===== src/rtl/reg_scoreboard_pkg.sv =====
// Shared opcode and bus definitions for the ID-stage register scoreboard.
// Opcode values follow the MIPS-I primary opcode map.
package reg_scoreboard_pkg;

   localparam int unsigned INST_OP_BUS_W  = 6;
   localparam int unsigned REG_ADDR_BUS_W = 5;
   localparam int unsigned LINK_REG       = 31;

   typedef logic [INST_OP_BUS_W-1:0]  inst_op_bus_t;
   typedef logic [REG_ADDR_BUS_W-1:0] reg_addr_bus_t;

   typedef enum logic [INST_OP_BUS_W-1:0] {
      OP_SPECIAL = 6'b000000,
      OP_J       = 6'b000010,
      OP_JAL     = 6'b000011,
      OP_BEQ     = 6'b000100,
      OP_BNE     = 6'b000101,
      OP_ADDI    = 6'b001000,
      OP_ADDIU   = 6'b001001,
      OP_ANDI    = 6'b001100,
      OP_ORI     = 6'b001101,
      OP_LUI     = 6'b001111,
      OP_LB      = 6'b100000,
      OP_LW      = 6'b100011,
      OP_LBU     = 6'b100100,
      OP_SB      = 6'b101000,
      OP_SW      = 6'b101011
   } inst_op_e;

endpackage


===== src/rtl/reg_scoreboard_decode.sv =====
// Combinational register-usage decode: which GPRs the ID instruction reads
// and writes, plus whether its result comes from a load.
module reg_decode
   import reg_scoreboard_pkg::*;
#(
   parameter int unsigned ADDR_W = 5
) (
   input  logic [INST_OP_BUS_W-1:0] op,
   input  logic [ADDR_W-1:0]        rs,
   input  logic [ADDR_W-1:0]        rt,
   input  logic [ADDR_W-1:0]        rd,
   output logic                     reg_read_en_1,
   output logic                     reg_read_en_2,
   output logic [ADDR_W-1:0]        reg_addr_1,
   output logic [ADDR_W-1:0]        reg_addr_2,
   output logic                     reg_write_en,
   output logic [ADDR_W-1:0]        reg_write_addr,
   output logic                     is_load
);

   always_comb begin
      reg_read_en_1 = 1'b0;
      reg_read_en_2 = 1'b0;
      case (op)
         OP_ADDIU, OP_ADDI, OP_ANDI, OP_ORI, OP_LB, OP_LW, OP_LBU: begin
            reg_read_en_1 = 1'b1;
         end
         OP_BEQ, OP_BNE, OP_SB, OP_SW, OP_SPECIAL: begin
            reg_read_en_1 = 1'b1;
            reg_read_en_2 = 1'b1;
         end
         default: begin
            reg_read_en_1 = 1'b0;
            reg_read_en_2 = 1'b0;
         end
      endcase
   end

   // Disabled ports read r0 so the hazard lookup can never see a pending entry.
   assign reg_addr_1 = reg_read_en_1 ? rs : '0;
   assign reg_addr_2 = reg_read_en_2 ? rt : '0;

   always_comb begin
      reg_write_en   = 1'b0;
      reg_write_addr = '0;
      is_load        = 1'b0;
      case (op)
         OP_ADDIU, OP_ADDI, OP_ANDI, OP_ORI, OP_LUI: begin
            reg_write_en   = 1'b1;
            reg_write_addr = rt;
         end
         OP_LB, OP_LBU, OP_LW: begin
            reg_write_en   = 1'b1;
            reg_write_addr = rt;
            is_load        = 1'b1;
         end
         OP_SPECIAL: begin
            reg_write_en   = 1'b1;
            reg_write_addr = rd;
         end
         OP_JAL: begin
            reg_write_en   = 1'b1;
            reg_write_addr = ADDR_W'(LINK_REG);
         end
         default: begin
            reg_write_en   = 1'b0;
            reg_write_addr = '0;
         end
      endcase
   end

endmodule


===== src/rtl/reg_scoreboard.sv =====
// ID-stage register scoreboard: per-GPR countdown of cycles until a result is
// forwardable, raising stall on RAW hazards. Define REG_SB_STAT_EN for stall_cycles.
module reg_scoreboard
   import reg_scoreboard_pkg::*;
#(
   parameter int unsigned ADDR_W   = 5,
   parameter int unsigned LOAD_LAT = 1,
   parameter int unsigned ALU_LAT  = 0,
   parameter int unsigned CNT_W    = 2
) (
   input  logic                     clk,
   input  logic                     rst_n,
   input  logic                     issue_valid,
   input  logic [INST_OP_BUS_W-1:0] op,
   input  logic [ADDR_W-1:0]        rs,
   input  logic [ADDR_W-1:0]        rt,
   input  logic [ADDR_W-1:0]        rd,
   input  logic                     flush,
   output logic                     reg_read_en_1,
   output logic                     reg_read_en_2,
   output logic [ADDR_W-1:0]        reg_addr_1,
   output logic [ADDR_W-1:0]        reg_addr_2,
   output logic                     reg_write_en,
   output logic [ADDR_W-1:0]        reg_write_addr,
   output logic                     stall,
`ifdef REG_SB_STAT_EN
   output logic                     issue,
   output logic [31:0]              stall_cycles
`else
   output logic                     issue
`endif
);

   localparam int unsigned     NUM_REGS = 2 ** ADDR_W;
   localparam logic [CNT_W-1:0] LOAD_CNT = CNT_W'(LOAD_LAT);
   localparam logic [CNT_W-1:0] ALU_CNT  = CNT_W'(ALU_LAT);

   logic [CNT_W-1:0] cnt [NUM_REGS];
   logic             is_load;
   logic             pend_1;
   logic             pend_2;
   logic             alloc;
   logic [CNT_W-1:0] alloc_cnt;

   reg_decode #(
      .ADDR_W (ADDR_W)
   ) u_decode (
      .op             (op),
      .rs             (rs),
      .rt             (rt),
      .rd             (rd),
      .reg_read_en_1  (reg_read_en_1),
      .reg_read_en_2  (reg_read_en_2),
      .reg_addr_1     (reg_addr_1),
      .reg_addr_2     (reg_addr_2),
      .reg_write_en   (reg_write_en),
      .reg_write_addr (reg_write_addr),
      .is_load        (is_load)
   );

   // Hazard lookup uses the pre-edge counters, so an instruction never waits on its own write.
   assign pend_1 = reg_read_en_1 && (cnt[reg_addr_1] != '0);
   assign pend_2 = reg_read_en_2 && (cnt[reg_addr_2] != '0);
   assign stall  = issue_valid && (pend_1 || pend_2);
   assign issue  = issue_valid && !stall && !flush;

   assign alloc     = issue && reg_write_en && (reg_write_addr != '0);
   assign alloc_cnt = is_load ? LOAD_CNT : ALU_CNT;

   always_ff @(posedge clk or negedge rst_n) begin
      if (!rst_n) begin
         for (int unsigned r = 0; r < NUM_REGS; r++) begin
            cnt[r] <= '0;
         end
      end else begin
         cnt[0] <= '0;
         for (int unsigned r = 1; r < NUM_REGS; r++) begin
            if (flush) begin
               cnt[r] <= '0;
            end else if (alloc && (reg_write_addr == ADDR_W'(r))) begin
               cnt[r] <= alloc_cnt;
            end else if (cnt[r] != '0) begin
               cnt[r] <= cnt[r] - CNT_W'(1);
            end
         end
      end
   end

`ifdef REG_SB_STAT_EN
   always_ff @(posedge clk or negedge rst_n) begin
      if (!rst_n) begin
         stall_cycles <= '0;
      end else if (stall && (stall_cycles != '1)) begin
         stall_cycles <= stall_cycles + 32'd1;
      end
   end
`endif

endmodule


===== config.mk =====
export PLATFORM = sky130hd
export DESIGN_NAME = reg_scoreboard
export DESIGN_NICKNAME = d
export VERILOG_FILES = /design/src/rtl/reg_scoreboard_pkg.sv /design/src/rtl/reg_scoreboard_decode.sv /design/src/rtl/reg_scoreboard.sv
export SDC_FILE = /design/constraint.sdc
export NUM_CORES = 1
export LEC_CHECK = 0
export CAP_MARGIN = 20
export CORE_MARGIN = 5
export CORE_UTILIZATION = 41
export CTS_CLUSTER_DIAMETER = 80
export CTS_CLUSTER_SIZE = 25
export DETAILED_ROUTE_END_ITERATION = 8
export PLACE_DENSITY = 0.62
export SETUP_SLACK_MARGIN = 0.3
export SLEW_MARGIN = 0
export SYNTH_ARGS = -nofsm -noshare
export SYNTH_HDL_FRONTEND = slang
export SYNTH_SLANG_ARGS = --single-unit

===== constraint.sdc =====
create_clock -name clk -period 2.68 [get_ports clk]
set_input_delay 0.268 -clock clk [delete_from_list [all_inputs] [get_ports clk]]
set_output_delay 0.268 -clock clk [all_outputs]
set_load 0.02 [all_outputs]

Yosys cells after proc, flatten, opt, wreduce, memory -nomap -nowiden

Index checks and enable logic that the tools add are counted.

Bits in registers: 62
Latch bits: 0
RAM bits: 0
ROM bits: 0
Bits of input ports: 25
Output and inout bits: 20
Word-level logic and storage cells: 329
Memories kept: 0

Add/subtract/negate cells: 31
Multiply operators: 0
Div/mod/pow operators: 0
$lt $le $gt $ge: 2
Eq/ne operators: 44
Shift-type cells: 0
Muxes and demuxes: 107
Bitwise logic cells: 2
Reduce and logical (&&, ||, !) cells: 112

Operator list:

| operator              | number |
|---|---|
| $mux W2               | 97 |
| $reduce_bool A3 Y1    | 31 |
| $eq A5 B5 Y1 const B  | 16 |
| $reduce_bool A2 Y1    | 33 |
| $sub A2 B1 Y2 const B | 31 |
| $eq A5 B4 Y1 const B  | 8 |
| $logic_and A1 B1 Y1   | 38 |
| $eq A6 B4 Y1 const B  | 5 |
| $eq A6 B6 Y1 const B  | 5 |
| $bmux W2 S5           | 2 |
| $eq A5 B3 Y1 const B  | 4 |
| $pmux W5 S3           | 1 |
| $eq A6 B3 Y1 const B  | 2 |
| $ge A6 B6 Y1 const B  | 2 |
| $not A5 Y6            | 2 |
| $reduce_or A12 Y1     | 1 |
| $eq A5 B2 Y1 const B  | 2 |
| $mux W5               | 2 |
| $reduce_or A10 Y1     | 1 |
| $reduce_or A8 Y1      | 1 |
| $eq A6 B2 Y1 const B  | 1 |
| $logic_not A6 Y1      | 1 |
| $eq A5 B1 Y1 const B  | 1 |
| $mux W1               | 5 |
| 5 further kinds       | 6 |

Longest topological paths before layout

Word-level depth: 20
Mapped depth: 11
Gate-level depth less buffers: 9

Hierarchy

A second synthesis with hierarchy kept.

Cell total of the unflattened synthesis: 640
Area total of the unflattened synthesis: 5,418.9 sq um

By module, submodules not included:

| module         | instances | cells each | area each (sq um) | sequential area each (sq um) |
|---|---|---|---|---|
| reg_scoreboard | 1         | 563        | 4,880.9           | 1,551.5 |
| reg_decode     | 1         | 77         | 538.0             | 0.0 |

Worst setup path before layout

No wires, ideal clock.

Kind: input to output
From: input op[3]
To: output stall
Data arrival time: 2.546 ns
Required time: 2.412 ns
Slack: -0.134 ns
Cell stages on the path: 10
Path buffers: 2
Cell sequence: buf_2 -> nor3_2 -> o21ai_2 -> a211oi_1 -> a221oi_1 -> a32o_1 -> o22a_1 -> buf_6 -> nand2_1 -> and2_1

Word-level cells in the longest chain between the ends: 12
Elaborated cells between the ends (all ways): 32

Ends and longest elaborated chain:

| what                                         | RTL line                    | RTL |
|---|---|---|
| start: declaration                           | reg_scoreboard.sv:14        | `input logic [INST_OP_BUS_W-1:0] op,` |
| $eq A6 B3 Y1, or another cell as far along   | reg_scoreboard_decode.sv:24 | `case (op)` |
| $reduce_or A5 Y1 *                           | -                           |  |
| $mux W1 *                                    | reg_scoreboard_decode.sv:24 |  |
| $mux W5 *                                    | reg_scoreboard_decode.sv:41 | `assign reg_addr_2 = reg_read_en_2 ? rt : '0;` |
| net reg_addr_2[1]                            | reg_scoreboard.sv:22        | `output logic [ADDR_W-1:0] reg_addr_2,` |
| $not A5 Y6 (implied by the code) *           | reg_scoreboard.sv:63        | `assign pend_2 = reg_read_en_2 && (cnt[reg_addr_2] != '0);` |
| $bmux W2 S5 *                                | reg_scoreboard.sv:63        |  |
| $mux W2 (implied by the code) * (2 in a row) | reg_scoreboard.sv:63        |  |
| $reduce_bool A2 Y1 *                         | reg_scoreboard.sv:63        |  |
| $logic_and A1 B1 Y1 *                        | reg_scoreboard.sv:63        |  |
| $logic_or A1 B1 Y1 *                         | reg_scoreboard.sv:64        | `assign stall = issue_valid && (pend_1 \|\| pend_2);` |
| $logic_and A1 B1 Y1 *                        | reg_scoreboard.sv:64        |  |
| end: declaration                             | reg_scoreboard.sv:25        | `output logic stall,` |

The timed path passes the listed nets; every way through them passes the cells marked *. The select of a mux whose other input is x is not followed.

Worst setup path in the final report

From: register cnt[55] (netlist name)
To: output stall

Word-level cells in the longest chain between the ends: 7
Elaborated cells between the ends (all ways): 12

Ends and longest elaborated chain:

| what                                    | RTL line                                   | RTL |
|---|---|---|
| start: declaration                      | reg_scoreboard.sv:38                       | `logic [CNT_W-1:0] cnt [NUM_REGS];` |
| start signal: indexed assignment        | reg_scoreboard.sv:81                       | `cnt[r] <= alloc_cnt;` |
| start signal: indexed assignment        | reg_scoreboard.sv:83                       | `cnt[r] <= cnt[r] - CNT_W'(1);` |
| $bmux W2 S5 (on tied branches)          | reg_scoreboard.sv:62, reg_scoreboard.sv:63 |  |
| $mux W2 (on tied branches) (2 in a row) | reg_scoreboard.sv:62, reg_scoreboard.sv:63 |  |
| $reduce_bool A2 Y1 (on tied branches)   | reg_scoreboard.sv:62, reg_scoreboard.sv:63 |  |
| $logic_and A1 B1 Y1 (on tied branches)  | reg_scoreboard.sv:62, reg_scoreboard.sv:63 |  |
| $logic_or A1 B1 Y1 *                    | reg_scoreboard.sv:64                       |  |
| $logic_and A1 B1 Y1 *                   | reg_scoreboard.sv:64                       |  |

Mark *: on every way between the ends. The rest lies on a longest branch, timed or not. The select of a mux whose other input is x is not followed.

==> results.tsv <==
stage	metric	value	unit
power	vdd.ir_drop.worst	0.0005785	V
clock_network	clock_tree_from_tritoncts	built	
layout	layout.nets	814	
power	leakage	3.235	nW
critical_path	crit_path_start_kind	register	
die	core	12620	um^2
timing	postLayoutSetupSlackWorst	0.001310	ns
run_status	violations	hold timing	
die	die_w	123.3	um
clock_network	hold_buffer_count_at_cts	0	
drt	num_vias	5146	
drt	drc_violation_count_after_routing	0	
timing	clock.fmax	0.3733	GHz
grt	grt_antenna_before_repair	0	
logic_synthesis	postSynthCellCount	608	
layout	utilization	61.07	%
power	internal_power	0.003400	W
run	cap_viol_max_count	0	
power	power_density	735.0	nW/um^2
critical_path	rrSetupSlack	0.07	ns
timing	worst_clock_skew	0.01088	ns
drt	ant_nets	0	
min_path	min-delay-path-class	primary input to async pin	
timing	worst-slew-pin-transition	0.7652	ns
power	power	0.005665	W
clock_network	clock_sinks	62	
critical_path	ff_to_ff_end	cnt[30]$_DFFE_PN0P_	
critical_path	cp-startpoint	cnt[55]$_DFFE_PN0P_	
critical_path	capturing_element_of_the_worst_setup_path	stall	
timing	fin_crit_sh	99.95	%
logic_synthesis	most_used_flip_flop_cell_after_synthesis	sky130_fd_sc_hd__dfrtp_1	
drt	vias_per_cell	5.510	
critical_path	critical_path_class	register to primary output	
drt	finalWirelength	17460	um
placement	post-dp-hpwl	12590	um
power	share_seq_of_total_power	27.7	%
critical_path	worst-path-max-fanout	3	
layout	max_flop_register	cnt	
critical_path	crit_arrival	2.41	ns
logic_synthesis	synth-edff-count	0	
clock_network	cts.clk_slew.worst_paths	0.05	ns
timing	max-slew-margin-rel	48.98	%
logic_synthesis	synth-async-reset-ratio	100.0	%
layout	layout.cells.most_common	sky130_fd_sc_hd__buf_4	
power	share_of_total_power_in_the_clock_network	20.4	%
critical_path	launch_point_of_the_worst_reg_to_reg_path	cnt[55]$_DFFE_PN0P_	
layout	layout_common_cells	102 x sky130_fd_sc_hd__buf_4, 68 x sky130_fd_sc_hd__inv_1, 62 x sky130_fd_sc_hd__dfrtp_1	
die	die-area	15210	um^2
timing	unrepaired_setup_endpoints_after_global_routing	true	
power	p_sw	0.002264	W
layout	syn2layout_area_growth	46.39	%
power	power.switching_fraction	39.97	%
grt	grt_pass1_vias	5245	
grt	wire_length_of_the_first_global_routing_pass	27300	um
drt	post_drt_wl_per_cell	18.69	um
drt	pre_repair_dr_iteration_count	4	
layout	largestRegisters	cnt x62	
layout	antennaDiodeCount	0	
power	comb_power_share	51.9	%
logic_synthesis	synth.lib_cells_used.distinct	72	
logic_synthesis	syn_area	5265	um^2
logic_synthesis	ys_seq_elements	62	
clock_network	clk_latency	0.34	ns
die	io_pins	45	
grt	grt_use_total	23.42	%
logic_synthesis	seq_area_frac_synth	29.47	%
grt	grt_remaining_overflow	0	
placement	portBuffers	44	
critical_path	critical_path.endpoint_type	primary output	
placement	preCtsSetupSlack	-0.6410	ns
clock_network	cts.htree.levels	3	
drt	first_iter_violations	362	
layout	number_of_flip_flops_in_the_largest_register	62	
die	row_count	41	
timing	holdWs	-0.006711	ns
critical_path	timing.critical_path.required	2.41	ns
timing	setup_viol_count_final	0	
clock_network	cell_at_the_root_of_the_clock_tree	sky130_fd_sc_hd__clkbuf_16	
logic_synthesis	mappedNetlistNets	664	
timing	final_period_minus_worst_setup_slack	2.679	ns
layout	post_route_cells_drive_above_1_share	34.38	%
logic_synthesis	syn_warnings	0	
timing	finalHoldViolCount	2	
clock_network	cts.path.max_buffers	2	
placement	place.gp.congestion	0.9366	
layout	fill_cells	1053	
die	chipHeight	123.3	um
die	start_util	41.72	%
timing	slew_violations	0	
clock_network	cts_made_buffers	9	
grt	grt_start_max_net_pins	34	
logic_synthesis	synth.avg_cell_area	8.660	um^2
run_status	run_status	finished with violations	
critical_path	reg2reg_depth	11	
==> how the worst min path moves through the flow <==
stage               slack (ns)                  end  start
finish                  -0.007  cnt[51]$_DFFE_PN0P_  rst_n
floorplan                -0.03   cnt[0]$_DFFE_PN0P_  rst_n
global placement          0.37  cnt[51]$_DFFE_PN0P_  rst_n
detailed placement        0.38  cnt[51]$_DFFE_PN0P_  rst_n
CTS                       0.02  cnt[51]$_DFFE_PN0P_  rst_n
global route              0.06  cnt[51]$_DFFE_PN0P_  rst_n
==> logic make-up after synthesis <==
group	Yosys count	synth area share (%)
AO/OA/AOI/OAI	106	14.40
XOR/XNOR	32	5.323
adder cells (fa/ha/maj)	31	7.367
buffers and inverters	101	8.103
flip-flops	62	29.47
multiplexers	35	7.153
AND/OR/NAND/NOR	241	28.18
==> worst max-delay path, cell delays in order (launching register included) <==
cell	delay, ns
sky130_fd_sc_hd__dfrtp_1	0.41
sky130_fd_sc_hd__nor2_1	0.10
sky130_fd_sc_hd__mux4_2	0.51
sky130_fd_sc_hd__nor3b_2	0.20
sky130_fd_sc_hd__a211oi_2	0.11
sky130_fd_sc_hd__o31ai_2	0.31
sky130_fd_sc_hd__nor3b_4	0.09
sky130_fd_sc_hd__nand2_4	0.09
sky130_fd_sc_hd__and2_4	0.14
sky130_fd_sc_hd__buf_6	0.10
==> layout make-up <==
cell class	instances	area, um^2	area share, %
multi-input cells	445	3887	50.44
flip-flops and latches	62	1551	20.13
repair buffers	168	1490	19.33
inverters	72	272.8	3.539
clock buffers	11	242.7	3.149
well taps	172	215.2	2.792
clock inverters	4	47.55	0.6169
==> per-stage QoR <==
stage                     instance area, um^2  hold slack [ns]  std cells  setup TNS (ns)
final                                    7707        -0.006711        934               0
after global routing                     7707          0.05906        934        -0.06662
after CTS                                7492          0.01641        924        -0.02391
after detailed placement                 6611           0.3785        891          -26.79
after global placement                   6611           0.3740        891          -21.82
after floorplan                          5368         -0.02759        608               0
==> layer usage <==
layer	share of wire [%]	routed length, um	GRT usage (%)	up-vias
met3	4.8	834	3.111	30
met5	0	0	0	-
met2	51	8853	40.20	143
met1	43	7421	30.42	2546
li1	-	-	-	2427
met4	2.0	345	7.682	0
==> cells in the mapped netlist (5+ instances only) <==
cell	n	area share, %
sky130_fd_sc_hd__a21oi_1	32	3.0
sky130_fd_sc_hd__mux2i_1	32	6.1
sky130_fd_sc_hd__clkbuf_1	13	0.93
sky130_fd_sc_hd__nand2_1	15	1.1
sky130_fd_sc_hd__nand2b_1	36	4.3
sky130_fd_sc_hd__nor3b_1	7	1.0
sky130_fd_sc_hd__and3b_1	6	1.0
sky130_fd_sc_hd__nor3b_2	5	1.2
sky130_fd_sc_hd__ha_1	31	7.4
sky130_fd_sc_hd__o21ai_0	25	2.4
sky130_fd_sc_hd__buf_2	7	0.67
sky130_fd_sc_hd__nand3_1	18	1.7
sky130_fd_sc_hd__inv_1	70	5.0
sky130_fd_sc_hd__nor4_2	13	3.1
sky130_fd_sc_hd__a221oi_1	5	0.83
sky130_fd_sc_hd__nand4_1	7	0.83
sky130_fd_sc_hd__nor2_1	65	4.6
sky130_fd_sc_hd__xnor2_1	32	5.3
sky130_fd_sc_hd__and2_1	11	1.3
sky130_fd_sc_hd__nor3_1	30	2.9
sky130_fd_sc_hd__dfrtp_1	62	29
==> power groups by stage <==
| stage | Sequential (W) | Combinational (W) | Clock [W] |
|---|---|---|---|
| final | 0.00157 | 0.00294 | 0.00116 |
| after global routing | 0.00161 | 0.00326 | 0.00121 |
| after CTS | 0.00155 | 0.00286 | 0.00118 |
| after detailed placement | 0.00156 | 0.00266 | 0 |
| after global placement | 0.00155 | 0.00250 | 0 |
| after floorplan | 0.00149 | 0.00195 | 0 |
==> timing repair <==
action                                  4_1_cts  5_1_grt
pin swaps                                    39       12
endpoints found under the setup margin       82       68
gates resized for setup                     136       31
cloned                                        1        0
buffers inserted                             17       10
hold endpoints to repair                      0        0
(Power assumes the default switching activity.)
